File: config.mk
export PLATFORM = sky130hd
export DESIGN_NAME = ifid_queue
export DESIGN_NICKNAME = d
export VERILOG_FILES = /design/src/rtl/ifid_queue.sv
export SDC_FILE = /design/constraint.sdc
export NUM_CORES = 1
export LEC_CHECK = 0
export ABC_AREA = 1
export BUFFER_PORTS_ARGS = -buffer_cell sky130_fd_sc_hd__buf_2
export CAP_MARGIN = 20
export CORE_MARGIN = 3
export CORE_UTILIZATION = 47
export CTS_CLUSTER_SIZE = 24
export DETAILED_ROUTE_END_ITERATION = 16
export PLACE_DENSITY = 0.81
export RECOVER_POWER = 100
export SLEW_MARGIN = 10
export SYNTH_ARGS = -nofsm -noshare
export SYNTH_HDL_FRONTEND = slang
export SYNTH_SLANG_ARGS = --single-unit
File: constraint.sdc
create_clock -name clk -period 3.7 [get_ports clk]
set_input_delay 0.74 -clock clk [delete_from_list [all_inputs] [get_ports clk]]
set_output_delay 0.74 -clock clk [all_outputs]
set_load 0.02 [all_outputs]
File: src/rtl/ifid_queue.sv
// IF/ID decoupling queue: a small circular buffer of fetched {pc, instr, fault}
// entries between the fetch and decode stages. A flush discards everything.
// The ready/valid outputs come only from registered occupancy, so there is no
// combinational path from input to output.
module ifid_queue #(
  parameter int unsigned XLEN  = 32,
  parameter int unsigned DEPTH = 2,
  parameter int unsigned CNTW  = $clog2(DEPTH + 1)
) (
  input  logic            clk,
  input  logic            reset_n,
  input  logic            flush,
  input  logic            in_valid,
  output logic            in_ready,
  input  logic [XLEN-1:0] in_pc,
  input  logic [31:0]     in_instr,
  input  logic            in_fault,
  output logic            out_valid,
  input  logic            out_ready,
  output logic [XLEN-1:0] out_pc,
  output logic [31:0]     out_instr,
  output logic            out_fault,
  output logic [CNTW-1:0] count
);

  localparam int unsigned PTRW     = $clog2(DEPTH);
  localparam logic [31:0] NopInstr = 32'h00000013;

  logic [XLEN-1:0] pc_mem    [DEPTH];
  logic [31:0]     instr_mem [DEPTH];
  logic            fault_mem [DEPTH];

  logic [PTRW-1:0] wr_ptr_q, wr_ptr_d;
  logic [PTRW-1:0] rd_ptr_q, rd_ptr_d;
  logic [CNTW-1:0] count_q, count_d;
  logic            push, pop;

  // Handshakes: flush suppresses both push and pop.
  always_comb begin
    in_ready  = (count_q != CNTW'(DEPTH));
    out_valid = (count_q != '0);
    push      = in_valid & in_ready & ~flush;
    pop       = out_valid & out_ready & ~flush;
  end

  // Next-state for pointers and occupancy; DEPTH is a power of two, so the
  // pointers wrap modulo DEPTH by plain overflow.
  always_comb begin
    wr_ptr_d = wr_ptr_q;
    rd_ptr_d = rd_ptr_q;
    count_d  = count_q;
    if (flush) begin
      wr_ptr_d = '0;
      rd_ptr_d = '0;
      count_d  = '0;
    end else begin
      if (push) wr_ptr_d = wr_ptr_q + PTRW'(1);
      if (pop)  rd_ptr_d = rd_ptr_q + PTRW'(1);
      if (push && !pop)      count_d = count_q + CNTW'(1);
      else if (pop && !push) count_d = count_q - CNTW'(1);
    end
  end

  // Pointer and occupancy state with asynchronous reset.
  always_ff @(posedge clk or negedge reset_n) begin
    if (!reset_n) begin
      wr_ptr_q <= '0;
      rd_ptr_q <= '0;
      count_q  <= '0;
    end else begin
      wr_ptr_q <= wr_ptr_d;
      rd_ptr_q <= rd_ptr_d;
      count_q  <= count_d;
    end
  end

  // Entry storage; contents are only meaningful when counted, so no reset.
  always_ff @(posedge clk) begin
    if (push) begin
      pc_mem[wr_ptr_q]    <= in_pc;
      instr_mem[wr_ptr_q] <= in_instr;
      fault_mem[wr_ptr_q] <= in_fault;
    end
  end

  // Head outputs; an empty queue presents a NOP so ID never sees stale data.
  always_comb begin
    out_pc    = '0;
    out_instr = NopInstr;
    out_fault = 1'b0;
    if (out_valid) begin
      out_pc    = pc_mem[rd_ptr_q];
      out_instr = instr_mem[rd_ptr_q];
      out_fault = fault_mem[rd_ptr_q];
    end
  end

  assign count = count_q;

endmodule
==> results.py <==
metrics = {
    "clock_network": {
        "max-clock-path-buffers": 2,
        "cts_sink_count": 134,
        "ctsRootBufferMaster": "clkbuf_8",
        "cts.repair.resized": 0,
        "cts_tree": "yes",
        "cts.repair_timing.setup_buffer_count": 0,
        "cts_hold_fix_bufs": 0,
        "worstSkewPairLatency_ps": 500,
        "cts.htree.levels": 4,
        "cts_buffers": 17,
        "clk_pin_slew_worst_paths_ps": 60,
    },
    "power_and_ir_drop": {
        "ir_drop_uv": 388.3,
        "combPwrFrac_pct": 19.0,
        "power.sequential.fraction_pct": 41.1,
        "pwr-share-clk_pct": 39.9,
        "cellLeakagePower_nw": 2.337,
        "power_switching_share_pct": 28.43,
        "power_report.internal_total_mw": 3.139,
        "p_per_area_nw_per_um2": 682.1,
        "net-switching-power_mw": 1.247,
    },
    "route": {
        "wl_per_cell_um": 15.24,
        "total_routed_wirelength_um": 10350,
        "remaining_routing_drc_violations": 0,
        "vias": 3376,
        "route.detailed.vias_per_inst": 4.972,
        "detail_route.first_pass.iterations": 4,
        "dr.first_iter.drc_count": 233,
        "final_antenna_net_count": 0,
    },
    "critical_path": {
        "critical_path.reg2reg.endpoint": "pc_mem[1][6]",
        "cpPeakStageDelay_ps": 570,
        "crit_path_start": "rd_ptr_q",
        "required_ps": 2960,
        "worstPathMaxFanout": 41,
        "crit_path_cell_trace": "inv_2 -> clkbuf_2 -> nand2_1 -> a21oi_1 -> clkbuf_1",
        "worst_path_max_delay_cell": "clkbuf_2",
        "critPathCaptureType": "primary output",
        "timing.critical_path.arrival_ps": 2520,
        "reg_to_reg_start": "count[0]",
        "rr_worst_depth": 5,
        "reg2reg_slack_ps": 590,
        "worstSetupPathType": "reg -> out",
        "timing.critical_path.from_type": "flop",
    },
    "floorplanning": {
        "die-width_um": 110.2,
        "die_height_um": 110.2,
        "initial_utilization_pct": 48.82,
        "core_region_area_um2": 10460,
        "floorplan.rows": 37,
        "die_area_um2": 12150,
        "i_o_pin_cnt": 139,
    },
    "placed_design": {
        "port-buffer-count": 138,
        "dpl.hpwl_um": 6588,
        "finalWeightedCongestion": 0.7434,
        "dp.cells": 647,
    },
    "global_routing": {
        "grtUsageTotal_pct": 17.27,
        "grt_pass1_wl_um": 15570,
        "maximum_number_of_pins_on_one_net_before_global_route_repair": 66,
        "via_count_of_the_first_global_routing_pass": 3206,
        "grt_antenna_before_repair": 0,
        "grt_overflow": 0,
    },
    "synth": {
        "syn_nets": 456,
        "synthDistinctLibCells": 18,
        "flop_and_latch_count_out_of_synthesis": 134,
        "area_share_of_the_largest_cell_type_after_synthesis_pct": 76.43,
        "yosysWarningCount": 0,
        "syn-mean-instance-area_um2": 13.23,
        "syn-instance-count": 386,
        "seq_total_area_yosys_pct": 78.39,
        "synth.top_cells.by_area": "edfxtp_1, nand2_1, a21oi_1, dfrtp_1, buf_2",
        "synth_top_area_cell": "edfxtp_1",
        "mappedNetlistArea_um2": 5107,
    },
    "timing": {
        "slew-limit-headroom_pct": -32.93,
        "finalSetupViolations": 0,
        "timing.final.crit_period_ps": 3265,
        "finalClockSkew_ps": 6.353,
        "final_cycle_share_pct": 88.24,
        "max_freq_mhz": 306.3,
        "setup_total_negative_slack_ps": 0,
        "final_hold_viol_count": 0,
        "setup_repair_after_global_routing_missed_its_margin": "false",
        "timing_max_transition_violations_final": 90,
        "max_slew.worst_pin.slew_ps": 1987,
    },
    "layout": {
        "nNetsFinal": 600,
        "most-common-layout-cells": "nand2_1, edfxtp_1, clkbuf_1",
        "utilization_pct": 61.44,
        "antenna_cells_inserted": 0,
        "drive_above_1_share_pct": 14.73,
        "most_common_cell_after_layout_fill_and_taps_aside": "nand2_1",
        "synthToLayoutAreaGrowth_pct": 25.87,
        "post_layout_nonfiller_instances": 679,
    },
    "worst_hold_path": {
        "worst_hold_path_type": "in -> async",
    },
    "run_status": {
        "status": "finished, violations left",
        "violations_in_the_final_reports": "capacitance limit, slew limit",
    },
    "run": {
        "cap_viol_max_count": 3,
    },
}
-- cells in the mapped netlist, drive strengths merged --
cell and count:
nand2 148, edfxtp 130, a21oi 65, buf 16
inv 6, nand3 5, nor2 5, clkbuf 4
dfrtp 4, clkinv 1, o21ai 1, o22ai 1
-- power by group through the flow --
stage | sequential, mW | clock, mW | combinational [mW]
6_report | 1.80 | 1.75 | 0.832
5_1_grt | 1.81 | 1.85 | 0.914
4_1_cts | 1.80 | 1.77 | 0.898
3_5_place_dp | 1.83 | 0 | 0.892
3_3_place_gp | 1.83 | 0 | 0.878
2_1_floorplan | 1.83 | 0 | 0.572
-- worst max-delay path: cells and delay by family (launching register included) --
| family | cells | cell delay [ps] |
|---|---|---|
| buffers and inverters | 3 | 1320 |
| flip-flops | 1 | 400 |
| AO/OA/AOI/OAI | 1 | 170 |
| AND/OR/NAND/NOR | 1 | 130 |
-- through the flow --
| stage | worst slack [ps] | power (mW) | instance area, um^2 | hold slack (ps) |
|---|---|---|---|---|
| after global placement | 1178 | 2.707 | 5972 | 538.0 |
| after detailed placement | 1172 | 2.726 | 5972 | 545.3 |
| after floorplan | 614.4 | 2.406 | 5112 | 444.4 |
| after global routing | 228.9 | 4.580 | 6429 | 55.38 |
| final | 435.3 | 4.385 | 6429 | 64.70 |
| after CTS | 604.8 | 4.472 | 6599 | 13.52 |
-- kinds of logic after synthesis --
| group | share of synthesized area (%) |
|---|---|
| simple gates | 12.47 |
| buf+inv | 2.474 |
| flops | 78.39 |
| compound gates | 6.663 |
-- worst max-delay path by stage --
stage	end	slack, ps	cells past startpoint
after floorplan	fault_mem[0]	610	3
after CTS	out_instr[24]	600	5
after global routing	out_instr[12]	230	5
after detailed placement	out_instr[24]	1170	5
after global placement	out_instr[25]	1180	5
final	out_instr[20]	440	5
-- state kept, by name (all words and copies together), names as in the netlist --
register   cells
count          2
fault_mem      2
instr_mem     64
pc_mem        64
rd_ptr_q       1
wr_ptr_q       1
-- layer usage --
layer	part of all wire (%)	global-route usage [%]	wire, um
met1	42	20.29	4361
met2	50	29.46	5193
met3	6.3	5.591	655
met4	1.4	6.860	142
met5	0	0	0
-- final cells by class --
cell class	instances	area, um^2
fillers	871	4034
flip-flops and latches	134	4005
multi-input cells	225	963.4
repair buffers	145	631.9
clock buffers	19	421.7
clock inverters	13	205.2
well taps	136	170.2
inverters	7	31.28
Power figures use the tool's default switching activity.
